<file path="config.mk">
export PLATFORM = sky130hd
export DESIGN_NAME = bus_rr_arbiter
export DESIGN_NICKNAME = d
export VERILOG_FILES = /design/src/rtl/bus_rr_arbiter.sv
export SDC_FILE = /design/constraint.sdc
export NUM_CORES = 1
export LEC_CHECK = 0
export BUFFER_PORTS_ARGS = -buffer_cell sky130_fd_sc_hd__buf_2
export CAP_MARGIN = 20
export CORE_MARGIN = 4
export CORE_UTILIZATION = 48
export CTS_CLUSTER_DIAMETER = 100
export CTS_CLUSTER_SIZE = 10
export DETAILED_ROUTE_END_ITERATION = 10
export PLACE_DENSITY_LB_ADDON = 0.15
export SLEW_MARGIN = 15
export SYNTH_ARGS = -nofsm -noshare
export SYNTH_HDL_FRONTEND = slang
export SYNTH_SLANG_ARGS = --single-unit
</file>
<file path="constraint.sdc">
create_clock -name clk_i -period 2.2 [get_ports clk_i]
set_clock_uncertainty 0.15 [all_clocks]
set_input_delay 0.44 -clock clk_i [delete_from_list [all_inputs] [get_ports clk_i]]
set_output_delay 0.44 -clock clk_i [all_outputs]
set_load 0.01 [all_outputs]
</file>
<file path="src/rtl/bus_rr_arbiter.sv">
// Two-master, three-slave bus arbiter.
// Round-robin choice between the masters, one-hot slave decode of the winner's target,
// ownership held for a whole transaction, and a watchdog that force-releases a stalled owner.
// Every output comes straight from a flop.
module bus_rr_arbiter #(
   parameter int unsigned TIMEOUT_CYCLES = 4096,
   parameter int unsigned CNT_W          = 13
) (
   input  logic       clk_i,
   input  logic       rst_ni,
   input  logic       m1_request_i,
   input  logic [1:0] m1_slave_select_i,
   input  logic       m1_tx_done_i,
   input  logic       m2_request_i,
   input  logic [1:0] m2_slave_select_i,
   input  logic       m2_tx_done_i,
   output logic       m1_grant_o,
   output logic       m2_grant_o,
   output logic       busy_o,
   output logic [1:0] bus_grant_o,
   output logic [2:0] slave_grant_o,
   output logic       timeout_o,
   output logic       sel_error_o
);

   typedef enum logic [1:0] {
      StIdle,
      StGrant,
      StBusy,
      StRelease
   } state_e;

   // Last watchdog value allowed in BUSY before the forced release.
   localparam logic [CNT_W-1:0] WdogLast = CNT_W'(TIMEOUT_CYCLES - 1);

   state_e           state_q, state_d;
   logic             owner_q, owner_d;       // 0 = M1, 1 = M2
   logic             last_q, last_d;         // master served last, 0 = M1, 1 = M2
   logic [CNT_W-1:0] wdog_q, wdog_d;
   logic [1:0]       grant_q, grant_d;       // {m2, m1}
   logic             busy_q, busy_d;
   logic [2:0]       slave_q, slave_d;
   logic             timeout_q, timeout_d;
   logic             sel_error_q, sel_error_d;

   logic             any_req;
   logic             win_m2;
   logic [1:0]       win_sel;
   logic             owner_req;
   logic             owner_done;

   // Slave code to one-hot select; code 00 selects nothing.
   function automatic logic [2:0] decode_slave(input logic [1:0] code);
      logic [2:0] sel;
      sel = 3'b000;
      unique case (code)
         2'b01:   sel = 3'b001;
         2'b10:   sel = 3'b010;
         2'b11:   sel = 3'b100;
         default: sel = 3'b000;
      endcase
      return sel;
   endfunction

   // Round-robin winner: a tie goes to the master that was not served last.
   always_comb begin
      any_req    = m1_request_i | m2_request_i;
      win_m2     = (m1_request_i & m2_request_i) ? ~last_q : m2_request_i;
      win_sel    = win_m2 ? m2_slave_select_i : m1_slave_select_i;
      owner_req  = owner_q ? m2_request_i : m1_request_i;
      owner_done = owner_q ? m2_tx_done_i : m1_tx_done_i;
   end

   // Next-state and registered-output logic.
   always_comb begin
      state_d     = state_q;
      owner_d     = owner_q;
      last_d      = last_q;
      wdog_d      = '0;
      grant_d     = grant_q;
      slave_d     = slave_q;
      timeout_d   = 1'b0;
      sel_error_d = 1'b0;

      unique case (state_q)
         StIdle: begin
            grant_d = 2'b00;
            slave_d = 3'b000;
            if (any_req) begin
               // An invalid target still consumes the winner's turn.
               last_d = win_m2;
               if (win_sel != 2'b00) begin
                  state_d = StGrant;
                  owner_d = win_m2;
                  grant_d = win_m2 ? 2'b10 : 2'b01;
                  slave_d = decode_slave(win_sel);
               end else begin
                  sel_error_d = 1'b1;
               end
            end
         end

         StGrant: begin
            if (owner_req) begin
               state_d = StBusy;
            end else begin
               state_d = StRelease;
               grant_d = 2'b00;
               slave_d = 3'b000;
            end
         end

         StBusy: begin
            if (owner_done) begin
               state_d = StRelease;
               grant_d = 2'b00;
               slave_d = 3'b000;
            end else if (wdog_q == WdogLast) begin
               state_d   = StRelease;
               grant_d   = 2'b00;
               slave_d   = 3'b000;
               timeout_d = 1'b1;
            end else begin
               wdog_d = wdog_q + 1'b1;
            end
         end

         StRelease: begin
            state_d = StIdle;
            grant_d = 2'b00;
            slave_d = 3'b000;
         end

         default: begin
            state_d = StIdle;
            grant_d = 2'b00;
            slave_d = 3'b000;
         end
      endcase

      busy_d = |grant_d;
   end

   // State and output registers; reset makes M1 win the first tie.
   always_ff @(posedge clk_i or negedge rst_ni) begin
      if (!rst_ni) begin
         state_q     <= StIdle;
         owner_q     <= 1'b0;
         last_q      <= 1'b1;
         wdog_q      <= '0;
         grant_q     <= 2'b00;
         busy_q      <= 1'b0;
         slave_q     <= 3'b000;
         timeout_q   <= 1'b0;
         sel_error_q <= 1'b0;
      end else begin
         state_q     <= state_d;
         owner_q     <= owner_d;
         last_q      <= last_d;
         wdog_q      <= wdog_d;
         grant_q     <= grant_d;
         busy_q      <= busy_d;
         slave_q     <= slave_d;
         timeout_q   <= timeout_d;
         sel_error_q <= sel_error_d;
      end
   end

   assign m1_grant_o    = grant_q[0];
   assign m2_grant_o    = grant_q[1];
   assign busy_o        = busy_q;
   assign bus_grant_o   = grant_q;
   assign slave_grant_o = slave_q;
   assign timeout_o     = timeout_q;
   assign sel_error_o   = sel_error_q;

endmodule

</file>
* Word level (Yosys, flattened, before mapping) *
Index checks and enable logic that the tools add are counted.

cells by class
  muxes and demuxes = 33
  add/sub/neg operators = 1
  equal/unequal tests = 11
  reductions and logical operators = 7
  bitwise operators = 3

operators by type and width
  cell                     count
  $mux W13                 3
  $mux W2                  11
  $pmux W2 S4              2
  $mux W3                  5
  $add A13 B1 Y13 const B  1
  $eq A13 B12 Y1 const B   1
  $pmux W3 S4              1
  $mux W1                  10
  $pmux W3 S3              1
  $eq A2 B2 Y1 const B     4
  $ne A2 B2 Y1 const B     3
  $reduce_and A3 Y1        2
  $eq A2 B1 Y1 const B     2
  $reduce_and A2 Y1        2
  $ne A3 B3 Y1 const B     1
  $logic_not A2 Y1         1
  $reduce_bool A2 Y1       1
  $reduce_or A2 Y1         1
  $and A1 B1 Y1            1
  $not A1 Y1               1
  $or A1 B1 Y1             1

storage, ports and cells
  register bits after elaboration = 25
  output and inout bits = 10

* Longest topological paths before layout *
  depth in word-level cells = 8
  mapped depth = 6
  depth with buffers taken out = 6

* Least setup slack after synthesis *
No wires, ideal clock.

  path kind = register to register
  start point = register wdog_q[0]
  end point = register slave_q[0], in the netlist slave_grant_o[0]
  cell stages (with the launch flop) = 6
  library setup time = 0.125 ns
  setup slack = 0.304 ns
  arrival time = 1.621 ns
  required time = 1.925 ns
  cell sequence = dfrtp_1 ha_1 nand4_4 nor4_4 a2bb2oi_4 mux2_2

between the ends
  cells in the longest elaborated chain, start to end = 3

ends and longest elaborated chain
  element                      line  RTL
  start: declaration           39    logic [CNT_W-1:0] wdog_q, wdog_d;
  start signal: assignment     160   wdog_q <= wdog_d;
  $eq A13 B12 Y1               118   end else if (wdog_q == WdogLast) begin
  $ne A3 B3 Y1 (no line)       --
  $reduce_and A2 Y1 (no line)  --
  end signal: assignment       163   slave_q <= slave_d;
  end: declaration             42    logic [2:0] slave_q, slave_d;

No other way between the ends.
A chain may end at the register's enable or synchronous reset.

* Final worst setup path *
Ends and elaborated chain as after synthesis.

==> results.json <==
{
  "reg2reg_slack_ns": 0.14,
  "start_util_pct": 52.1,
  "core_area_sq_mm": 0.00254,
  "drv_cap": 0,
  "fmax_mhz": 484,
  "route.detailed.drc": 0,
  "numPortBuffers": 19,
  "ios": 20,
  "slowest_stage": "dfrtp_1",
  "grt_pass1_wl_microns": 4150,
  "vias": 928,
  "gp_congestion": 0.771,
  "worstMarginPinSlew_ns": 0.558,
  "routedWlPerCell_microns": 13.8,
  "die_y_microns": 60.5,
  "yosysUniqueCellTypes": 39,
  "via_per_inst": 5.43,
  "grt_overflow": 0,
  "rsz0062_at_grt": "no",
  "grt_max_degree": 26,
  "yosysMostFrequentCell": "dfrtp_1",
  "critPathCaptureType": "flip-flop",
  "startpoint_type": "flip-flop",
  "drtPass1Iterations": 4,
  "grt_use_total_pct": 15.0,
  "cts.path.max_buffers": 2,
  "drt_iter0_drc": 28,
  "yosysTopAreaCell": "dfrtp_1",
  "finalSetupViolations": 0,
  "ant_nets": 0,
  "outcome": "completed",
  "htreeDepth": 1,
  "n_antenna_cell": 0,
  "synth_ff_type": "dfrtp_1",
  "yosysSeqAreaShare_pct": 47.3,
  "clkTransAtPathRegs_ns": 0.14,
  "ys_seq_elements": 25,
  "p_per_area_mw_per_mm2": 882,
  "crit_required_ns": 2.27,
  "cpLargestDelayFamily": "simple AND/OR/NAND/NOR gates",
  "path_cells": "ha_1 -> nand4_4 -> nor4_4 -> a2bb2oi_4 -> mux2_2",
  "r2r-end": "slave_grant_o[0]",
  "nets": 156,
  "critPathBufInv": 0,
  "ys_top_cells_by_count": "dfrtp_1, nor2_1, xor2_1, nand2_1",
  "p_leak_uw": 0.000683,
  "ir_drop_uv": 696,
  "hold_path_class": "primary input to flip-flop",
  "final-hold-violation-count": 0,
  "post-place-ws_ns": 0.150,
  "root_buffer": "clkbuf_4",
  "drive_above_1_share_pct": 28.4,
  "cts_tree": "done",
  "num-fill-cells": 241,
  "final.setup.tns_ns": 0,
  "min_period_ns": 2.06,
  "synth-edff-count": 0,
  "placedInstanceArea_sq_mm": 0.00144,
  "reg2reg_from": "wdog_q[0]",
  "cts_buffers": 3,
  "syn2layout_area_growth_pct": 11.5,
  "slew_viol_final": 0,
  "hp-start": "m1_request_i",
  "final_cell_count_no_fill": 171,
  "synth_warnings": 0,
  "clock_sinks": 25,
  "dp.final_hpwl_microns": 1790,
  "min_to": "last_q",
  "slew_headroom_pct": 62.8,
  "synth_top_area_share_pct": 45.3,
  "fin_area_sq_mm": 0.00148,
  "async_reset_ff_share_pct": 100,
  "finalCritPeriodShare_pct": 93.8,
  "antenna_found_initial": 0,
  "dieWidth_microns": 60.5,
  "clock_latency_ns": 0.32,
  "crit_fanout": 6,
  "grt_pass1_vias": 963,
  "worstRegToRegCells": 5,
  "hold_slack_ns": 0.199,
  "avgSynthCellArea_sq_um": 11.0,
  "crit_type": "flip-flop to flip-flop",
  "synth_area_sq_mm": 0.00133,
  "synthCells": 120,
  "cts_resized": 0,
  "routed_wl_microns": 2360,
  "synth.area.top_cells": "dfrtp_1, nor2_1, xor2_1",
  "die_area_sq_mm": 0.00367,
  "worst_slack_ns": 0.136,
  "fp-row-count": 18,
  "placed_cells": 166,
  "holdPathStages": 2,
  "synth_nets": 134,
  "cp.arrival_ns": 2.14,
  "critical_path.max_stage_delay_ns": 0.43
}
==> how the worst max path moves through the flow <==
stage | startpoint | endpoint | slack [ns] | depth (start not counted)
after floorplan | wdog_q[0] | slave_grant_o[0] | 0.30 | 5
after global placement | wdog_q[0] | slave_grant_o[1] | 0.23 | 5
after detailed placement | wdog_q[0] | slave_grant_o[0] | 0.15 | 5
after CTS | wdog_q[0] | slave_grant_o[0] | 0.13 | 5
after global routing | wdog_q[0] | slave_grant_o[1] | 0.01 | 5
final | wdog_q[0] | slave_grant_o[0] | 0.14 | 5
==> power breakdown <==
part	internal, uW	total (uW)	switching [uW]
sequential	544	612	68.7
combinational	214	485	271
clock	69.3	206	137
==> cell families (layout without fill, tap and decap cells) <==
kind of cell	after synthesis	in the layout	share of synthesized area (%)
DFF	25	25	47.3
and+or+nand+nor	46	46	20.1
buffers and inverters	8	29	2.93
AOI/OAI and AO/OA	17	17	11.1
muxes	10	10	8.12
adders and majority gates	4	4	3.78
xor gates and xnor gates	10	10	6.61
==> area by class of cell <==
type	count	area, sq um	share of cell area [%]
clock inverters	1	7.51	0.508
clock buffers	3	22.5	1.52
well taps	30	37.5	2.54
inverters	5	18.8	1.27
flip-flops and latches	25	627	42.4
multi-input cells	87	659	44.6
repair buffers	20	105	7.11
==> per-layer routing <==
metal	part of all wire [%]	global-route usage [%]	vias up
met5	0	0	-
met2	54	28.5	11
met1	43	16.7	450
li1	-	-	465
met3	3.0	1.91	2
met4	0.68	6.50	0
==> cells in the final DEF (no fill, tap or decap), drive strengths merged, types with 2 or more instances in the layout <==
cell    Yosys  layout
buf         3      19
o21ai       4       4
nand2       6       6
nor3        3       3
a21oi       2       2
o22ai       3       3
mux2i       4       4
ha          4       4
nor4        2       2
and3        3       3
dfrtp      24      24
o32ai       2       2
inv         5       5
nand4       4       4
clkbuf      0       3
nand3       4       4
or2         2       2
nor2       17      17
xnor2       3       3
xor2        7       7
mux2        6       6
==> stage by stage <==
| stage | total power [uW] | util (%) |
|---|---|---|
| after floorplan | 980 | - |
| after global placement | 1090 | 56.5 |
| after detailed placement | 1110 | 56.5 |
| after CTS | 1320 | 58.1 |
| after global routing | 1410 | 58.1 |
| final | 1300 | 58.1 |
==> state kept, by name, indices dropped and copies added, names as in the netlist <==
name,cells
slave_grant_o,3
wdog_q,13
timeout_o,1
bus_grant_o,2
owner_q,1
busy_o,1
state_q,2
last_q,1
sel_error_o,1
==> repair_timing <==
action / CTS / global route
buffers inserted: 0 / 0
hold buffers: 1 / 0
endpoints found under the hold margin: 24 / 0
(Power assumes the default switching activity.)
